--- src/rtl/z16_pkg.sv ---
// Shared types and constants for the Z16 instruction memory.
package z16_pkg;

  localparam int WORD_W = 16;
  localparam logic [WORD_W-1:0] Z16_NOP = 16'h0000;

  typedef enum logic [1:0] {
    ST_CLEAR,
    ST_RUN,
    ST_LOAD_LO,
    ST_LOAD_HI
  } z16_state_e;

endpackage

--- src/rtl/z16_sram_1r1w.sv ---
// DEPTH x 16 array, registered read (1 cycle), single write port; no backpressure.
// Read data register holds its value until the next enabled read.
module z16_sram_1r1w
  import z16_pkg::*;
#(
  parameter int DEPTH = 256,
  localparam int AW = $clog2(DEPTH)
) (
  input  logic              clk,
  input  logic              rst,
  input  logic              rd_en,
  input  logic [AW-1:0]     rd_addr,
  output logic [WORD_W-1:0] rd_dat,
  input  logic              wr_en,
  input  logic [AW-1:0]     wr_addr,
  input  logic [WORD_W-1:0] wr_dat
);

  logic [WORD_W-1:0] mem [DEPTH];

  always_ff @(posedge clk) begin
    if (wr_en) mem[wr_addr] <= wr_dat;
  end

  always_ff @(posedge clk) begin
    if (rst)        rd_dat <= '0;
    else if (rd_en) rd_dat <= mem[rd_addr];
  end

endmodule

--- src/rtl/z16_fetch_memory.sv ---
// Loadable Z16 instruction memory: 1-cycle fetch response, byte-serial program load.
// Fetch/load ready only in RUN/LOAD states; the response side cannot be stalled.
module z16_fetch_memory
  import z16_pkg::*;
#(
  parameter int                DEPTH     = 256,
  parameter logic [WORD_W-1:0] INIT_WORD = Z16_NOP
) (
  input  logic              i_clk,
  input  logic              i_rst,
  input  logic              i_fetch_valid,
  input  logic [15:0]       i_fetch_addr,
  output logic              o_fetch_ready,
  output logic              o_instr_valid,
  output logic [WORD_W-1:0] o_instr,
  output logic              o_fault,
  input  logic              i_load_start,
  input  logic              i_load_valid,
  input  logic [7:0]        i_load_byte,
  input  logic              i_load_last,
  output logic              o_load_ready,
  output logic              o_load_done,
  output logic              o_load_overflow
);

  localparam int AW = $clog2(DEPTH);
  localparam int PW = AW + 1;

  z16_state_e        state_q, state_d;
  logic [PW-1:0]     ptr_q;
  logic [7:0]        lo_q;
  logic              vld_q, fault_q, ovf_q, done_q;
  logic              fetch_acc, fetch_flt, ptr_full;
  logic              wr_req, ptr_inc, ptr_clr, load_end;
  logic [WORD_W-1:0] wr_dat, rd_dat;

  assign fetch_acc = i_fetch_valid && (state_q == ST_RUN);
  assign fetch_flt = i_fetch_addr[0] || (32'(i_fetch_addr[15:1]) >= 32'(DEPTH));
  // ptr saturates at DEPTH, so its top bit alone marks an out-of-range write
  assign ptr_full  = ptr_q[AW];

  always_ff @(posedge i_clk) begin
    if (i_rst) state_q <= ST_CLEAR;
    else       state_q <= state_d;
  end

  always_comb begin
    state_d  = state_q;
    wr_req   = 1'b0;
    wr_dat   = INIT_WORD;
    ptr_inc  = 1'b0;
    ptr_clr  = 1'b0;
    load_end = 1'b0;
    case (state_q)
      ST_CLEAR: begin
        wr_req  = 1'b1;
        ptr_inc = 1'b1;
        if (ptr_q == PW'(DEPTH - 1)) state_d = ST_RUN;
      end
      ST_RUN: begin
        if (i_load_start) begin
          ptr_clr = 1'b1;
          state_d = ST_LOAD_LO;
        end
      end
      ST_LOAD_LO: begin
        if (i_load_valid) begin
          if (i_load_last) begin
            wr_req   = 1'b1;
            wr_dat   = {8'h00, i_load_byte};
            load_end = 1'b1;
            state_d  = ST_RUN;
          end else begin
            state_d = ST_LOAD_HI;
          end
        end
      end
      ST_LOAD_HI: begin
        if (i_load_valid) begin
          wr_req   = 1'b1;
          wr_dat   = {i_load_byte, lo_q};
          ptr_inc  = 1'b1;
          load_end = i_load_last;
          state_d  = i_load_last ? ST_RUN : ST_LOAD_LO;
        end
      end
      default: state_d = ST_CLEAR;
    endcase
  end

  always_ff @(posedge i_clk) begin
    if (i_rst) begin
      ptr_q   <= '0;
      lo_q    <= '0;
      vld_q   <= 1'b0;
      fault_q <= 1'b0;
      ovf_q   <= 1'b0;
      done_q  <= 1'b0;
    end else begin
      if (ptr_clr)                   ptr_q <= '0;
      else if (ptr_inc && !ptr_full) ptr_q <= ptr_q + PW'(1);
      if (state_q == ST_LOAD_LO && i_load_valid) lo_q <= i_load_byte;
      if (ptr_clr)                  ovf_q <= 1'b0;
      else if (wr_req && ptr_full)  ovf_q <= 1'b1;
      done_q <= load_end;
      vld_q  <= fetch_acc;
      if (fetch_acc) fault_q <= fetch_flt;
    end
  end

  z16_sram_1r1w #(.DEPTH(DEPTH)) u_sram (
    .clk     (i_clk),
    .rst     (i_rst),
    .rd_en   (fetch_acc && !fetch_flt),
    .rd_addr (i_fetch_addr[AW:1]),
    .rd_dat  (rd_dat),
    .wr_en   (wr_req && !ptr_full),
    .wr_addr (ptr_q[AW-1:0]),
    .wr_dat  (wr_dat)
  );

  // fault_q and rd_dat only change on accepted fetches, so o_instr holds between responses
  assign o_instr         = fault_q ? INIT_WORD : rd_dat;
  assign o_instr_valid   = vld_q;
  assign o_fault         = vld_q && fault_q;
  assign o_fetch_ready   = (state_q == ST_RUN);
  assign o_load_ready    = (state_q == ST_LOAD_LO) || (state_q == ST_LOAD_HI);
  assign o_load_done     = done_q;
  assign o_load_overflow = ovf_q;

endmodule

--- config.mk ---
export PLATFORM = sky130hd
export DESIGN_NAME = z16_fetch_memory
export DESIGN_NICKNAME = d
export VERILOG_FILES = /design/src/rtl/z16_pkg.sv /design/src/rtl/z16_sram_1r1w.sv /design/src/rtl/z16_fetch_memory.sv
export SDC_FILE = /design/constraint.sdc
export NUM_CORES = 2
export LEC_CHECK = 0
export ABC_AREA = 0
export CORE_AREA = 2 2 735 737
export DETAILED_ROUTE_END_ITERATION = 10
export DIE_AREA = 0 0 737 739
export SYNTH_ARGS = -nofsm -noshare
export SYNTH_HDL_FRONTEND = slang
export SYNTH_HIERARCHICAL = 1
export SYNTH_SLANG_ARGS = --single-unit
--- constraint.sdc ---
create_clock -name i_clk -period 13.9 [get_ports i_clk]
set_input_delay 4.17 -clock i_clk [delete_from_list [all_inputs] [get_ports i_clk]]
set_output_delay 4.17 -clock i_clk [all_outputs]
set_load 0.02 [all_outputs]
### Word level (Yosys, flattened, before mapping)

Memories as Yosys holds them, arrays and structs flattened. A register that Yosys moved wholly into a read port is not among the register bits.
Index checks and enable logic that the tools add are counted.

* $add $sub $neg: 1
* $lt $le $gt $ge: 1
* equality and inequality tests: 8
* muxes and demuxes: 23
* reductions and logical operators: 14

Operators with widths (number)
* $mux W16: 2
* $pmux W16 S2: 1
* $mux W8: 2
* $ge A15 B9 Y1 const B: 1
* $mux W2: 6
* $add A9 B1 Y9 const B: 1
* $eq A9 B8 Y1 const B: 1
* $mux W1: 8
* $pmux W2 S4: 1
* $logic_and A1 B1 Y1: 7
* $ne A2 B2 Y1 const B: 3
* $eq A2 B2 Y1 const B: 2
* $pmux W1 S2: 2
* $reduce_and A4 Y1: 1
* $pmux W1 S3: 1
* $eq A2 B1 Y1 const B: 1
* $logic_not A1 Y1: 2
* $logic_not A2 Y1: 1
* $logic_or A1 B1 Y1: 2
* $ne A2 B1 Y1 const B: 1
* $reduce_or A2 Y1: 1

* register bits: 23
* RAM bits: 4096
* bits of input ports: 30
* output and inout bits: 22
* memories kept: 1

Memories
* u_sram.mem: depth 256, width 16, rd ports 1, clocked after Yosys merged registers in 1, wr ports 1, RTL line z16_sram_1r1w.sv:19 `logic [WORD_W-1:0] mem [DEPTH];`

### Depth between registers and ports, before layout

* depth after elaboration: 6
* mapped depth: 13
* mapped depth without buffers: 8

### By module

The synthesis kept the hierarchy.

By module, submodules not included
* z16_sram_1r1w: instances 1, cells each 7586, area an instance 158948.7 sq um, sequential area each 123318.3 sq um
* z16_fetch_memory: instances 1, cells each 173, area an instance 1377.6 sq um, sequential area each 460.4 sq um

### Worst setup path after synthesis

Ideal clock, no wire load.

* kind: input-to-reg
* start: input port i_load_valid
* end: memory u_sram.mem[0][14], data pin
* library setup time: 875 ps
* arrival time: 7902 ps
* path slack: 5123 ps
* stages: 3
* path buffers: 2
* cell sequence: clkbuf_1 > buf_2 > and3_1

* word-level cells in the longest chain between the ends: 2

RTL lines
* start: declaration: RTL line z16_fetch_memory.sv:18 `input logic i_load_valid,`
* $mux W16: RTL line z16_fetch_memory.sv:79 `if (i_load_valid) begin`
* $pmux W16 S2: RTL line z16_fetch_memory.sv:54 `case (state_q)`
* named net wr_dat[14]: RTL line z16_fetch_memory.sv:35 `logic [WORD_W-1:0] wr_dat, rd_dat;`
* end: declaration: RTL line z16_sram_1r1w.sv:19

The timed path passes the listed nets, and every way through them passes these cells.

### Final worst setup path

* start: input port i_fetch_addr[1]
* end: register u_sram.rd_dat[9], read port of u_sram.mem

* word-level cells in the longest chain between the ends: 4

RTL lines
* start: declaration: RTL line z16_fetch_memory.sv:12 `input logic [15:0] i_fetch_addr,`
* $ge A15 B9 Y1: RTL line z16_fetch_memory.sv:38 `assign fetch_flt = i_fetch_addr[0] || (32'(i_fetch_addr[15:1]) >= 32'(DEPTH));`
* $logic_or A1 B1 Y1: RTL line z16_fetch_memory.sv:38
* $logic_not A1 Y1: RTL line z16_fetch_memory.sv:114 `.rd_en (fetch_acc && !fetch_flt),`
* $logic_and A1 B1 Y1: RTL line z16_fetch_memory.sv:114
* end: declaration: RTL line z16_sram_1r1w.sv:13 `output logic [WORD_W-1:0] rd_dat,`

Several ways; a longest one is shown, not always the timed one.
A chain may end at the register's enable or synchronous reset.

==> flow_summary.toml <==
[timing]
period_share_pct = 58.7
slew_headroom_pct = 2.78
hold_viol = 0
finalSetupViolations = 0
worstMarginPinSlew_ns = 1.45
fmax_mhz = 123
min_period_ns = 8.16
skew_ns = 0.0454
slew_viol_final = 0
rsz0062_at_grt = "no"
setup_tns_ns = 0

[power_and_ir_drop]
p_clk_share_pct = 43.1
p_switching_mw = 5.41
internal_power_mw = 20.1
ir_worst_vdd_mv = 0.0983
p_sw_share_pct = 21.2
pwr-share-seq_pct = 53.2
power_leakage_nw = 66.9
power_frac_comb_pct = 3.7
powerDensity_nw_per_um2 = 139

[route]
drt_wl_total_um = 457000
drtAntennaViolNets = 0
route.vias.total = 82900
drc = 0
drt_iter0_drc = 11800
viasPerCell = 5.28
dr.pass1.iters = 8
post_drt_wl_per_cell_um = 29.1

[cts]
cts_tree = "built"
cts_max_level = 5
clk_pin_slew_ns = 0.06
clock_path_buffers = 4
insertion_delay_ns = 1.00
ctsHoldBuffers = 0
ctsRootBufferMaster = "clkbuf_16"
postCtsSetupBuffers = 0
clock-sinks = 4135
cts_buffers = 402
post_cts_resized = 0

[die]
core_area_um2 = 536000
chipHeight_um = 739
die-width_um = 737
row_count = 269
initial_core_util_pct = 29.9
io_pins = 52
die-area_um2 = 545000

[final_layout]
fill_cells = 49700
final_common_cell = "edfxtp_1"
final_cell_count_no_fill = 15700
fin_util_pct = 34.3
layout-drive-gt1-share_pct = 21.2
layout.cells.most_common_list = "edfxtp_1, mux2i_1, mux4_2"
area_growth_pct = 14.5
nNetsFinal = 8215

[yosys]
synthCells = 7759
synth-xor-area-share_pct = 0
synth-compound-area-share_pct = 4.02
yosys_warnings = 6
ys_seq_elements = 4135
seq_area_frac_synth_pct = 77.2
synth_fa_ha_area_share_pct = 0.0546
synth_nets = 7796
synth_mux_area_share_pct = 14.3
ys_async_sr_fraction_pct = 0
synth_area_um2 = 160000
ys_types = 70
synth_flop_cell = "edfxtp_1"
postSynthAreaPerCell_um2 = 20.7
synth-simple-area-share_pct = 2.22
synth_top_family_by_area = "multiplexers"
synth_enable_flop_cells = 4096

[placed_design]
gp_congestion = 0.866
port_buffers = 51
dp.cells = 15000
dp_hpwl_um = 276000

[min_path]
hp-class = "flip-flop to flip-flop"

[worst_setup_path]
startpoint_type = "primary input"
critPathKind = "primary input to flip-flop"
critical_path_peak_fanout = 95
cp-end-kind = "flip-flop"
worstPathArrival_ns = 9.10
crit_required_ns = 14.84

[global_routing]
grt_max_degree = 201
overflow = 0
antenna_found_initial = 32
first_global_vias = 81300
grt_pass1_wl_um = 636000
grt.total_usage_pct = 16.2

[outcome]
outcome = "finished clean"

[run]
cap_violations = 0
## flip-flops by register name (all words and copies together) (netlist names)
name / flops
ptr_q: 9
u_sram/rd_dat: 16
fault_q: 1
state_q: 2
o_load_done: 1
u_sram/mem: 4096
o_load_overflow: 1
lo_q: 8
o_instr_valid: 1
## final cells by class
class | instances | area (µm²) | area share (%)
inverter | 13 | 57.6 | 0.0314
antenna | 9 | 22.5 | 0.0123
clock buffer | 501 | 10600 | 5.78
multi-input combinational | 3144 | 33500 | 18.2
timing repair buffer | 482 | 4010 | 2.18
clock inverter | 236 | 2610 | 1.42
tap | 7181 | 8980 | 4.89
sequential | 4135 | 124000 | 67.4
## layer usage
metal | vias up | track usage (%) | wire, µm
met3 | 763 | 3.70 | 46700
met5 | - | 0 | 36
met1 | 44200 | 22.0 | 179000
li1 | 33300 | - | -
met4 | 8 | 6.07 | 19200
met2 | 4557 | 25.5 | 212000
## per-stage QoR
step | hold slack [ns] | cell area (µm²) | power (mW) | setup slack [ns]
floorplan | 0.425 | 160000 | 14.4 | 5.12
global placement | 0.457 | 170000 | 14.8 | 4.77
detailed placement | 0.447 | 170000 | 14.8 | 4.78
CTS | 0.463 | 183000 | 25.7 | 5.77
global route | 0.486 | 184000 | 26.2 | 5.66
finish | 0.464 | 184000 | 25.6 | 5.74
## critical path: stages
cell,delay (ns)
buf_16,0.35
buf_12,0.54
buf_4,0.60
mux2i_1,0.17
o221ai_1,0.31
a21oi_1,0.17
a311oi_1,1.13
nand3_1,0.41
or4_1,0.65
nand3_1,0.10
## path summary, 6_finish.rpt
path,from,endpoint,slack (ns),depth (start not counted)
setup reg to reg,state_q[0],u_sram/mem[33][5],9.47,6
hold reg to reg,u_sram/rd_dat[10],u_sram/rd_dat[10],0.46,2
hold / removal,u_sram/rd_dat[10],u_sram/rd_dat[10],0.46,2
setup / recovery,i_fetch_addr[1],u_sram/rd_dat[9],5.74,10
## synth_stat cells (27+ instances only)
library cell / instances / share of area (%)
mux4_1: 28 / 0.46
nand2_1: 257 / 0.60
a211oi_1: 88 / 0.41
buf_4: 27 / 0.13
mux4_2: 676 / 9.5
nor3_1: 43 / 0.13
edfxtp_1: 4096 / 77
buf_12: 28 / 0.35
o21ai_0: 85 / 0.27
o221ai_1: 122 / 0.67
nor2_1: 297 / 0.70
clkbuf_1: 170 / 0.40
dfxtp_1: 39 / 0.49
buf_6: 82 / 0.58
a2111oi_0: 40 / 0.22
o22ai_1: 230 / 0.90
nand3_1: 80 / 0.25
buf_1: 28 / 0.066
mux2i_1: 697 / 4.4
a21oi_1: 150 / 0.47
buf_2: 99 / 0.31
a22oi_1: 73 / 0.34
## power groups by stage
stage,Sequential (mW),Clock [mW],Combinational (mW)
after floorplan,13.9,0,0.577
after global placement,13.9,0,0.924
after detailed placement,13.9,0,0.933
after CTS,13.6,11.2,0.935
after global routing,13.6,11.6,0.969
final,13.6,11.0,0.940
## logic make-up after synthesis
| family | count (synthesis) |
|---|---|
| muxes | 1407 |
| and+or+nand+nor | 807 |
| DFF | 4135 |
| adders and majority gates | 7 |
| AOI/OAI and AO/OA | 923 |
| buffers and inverters | 480 |
Power figures use the tool's default switching activity.
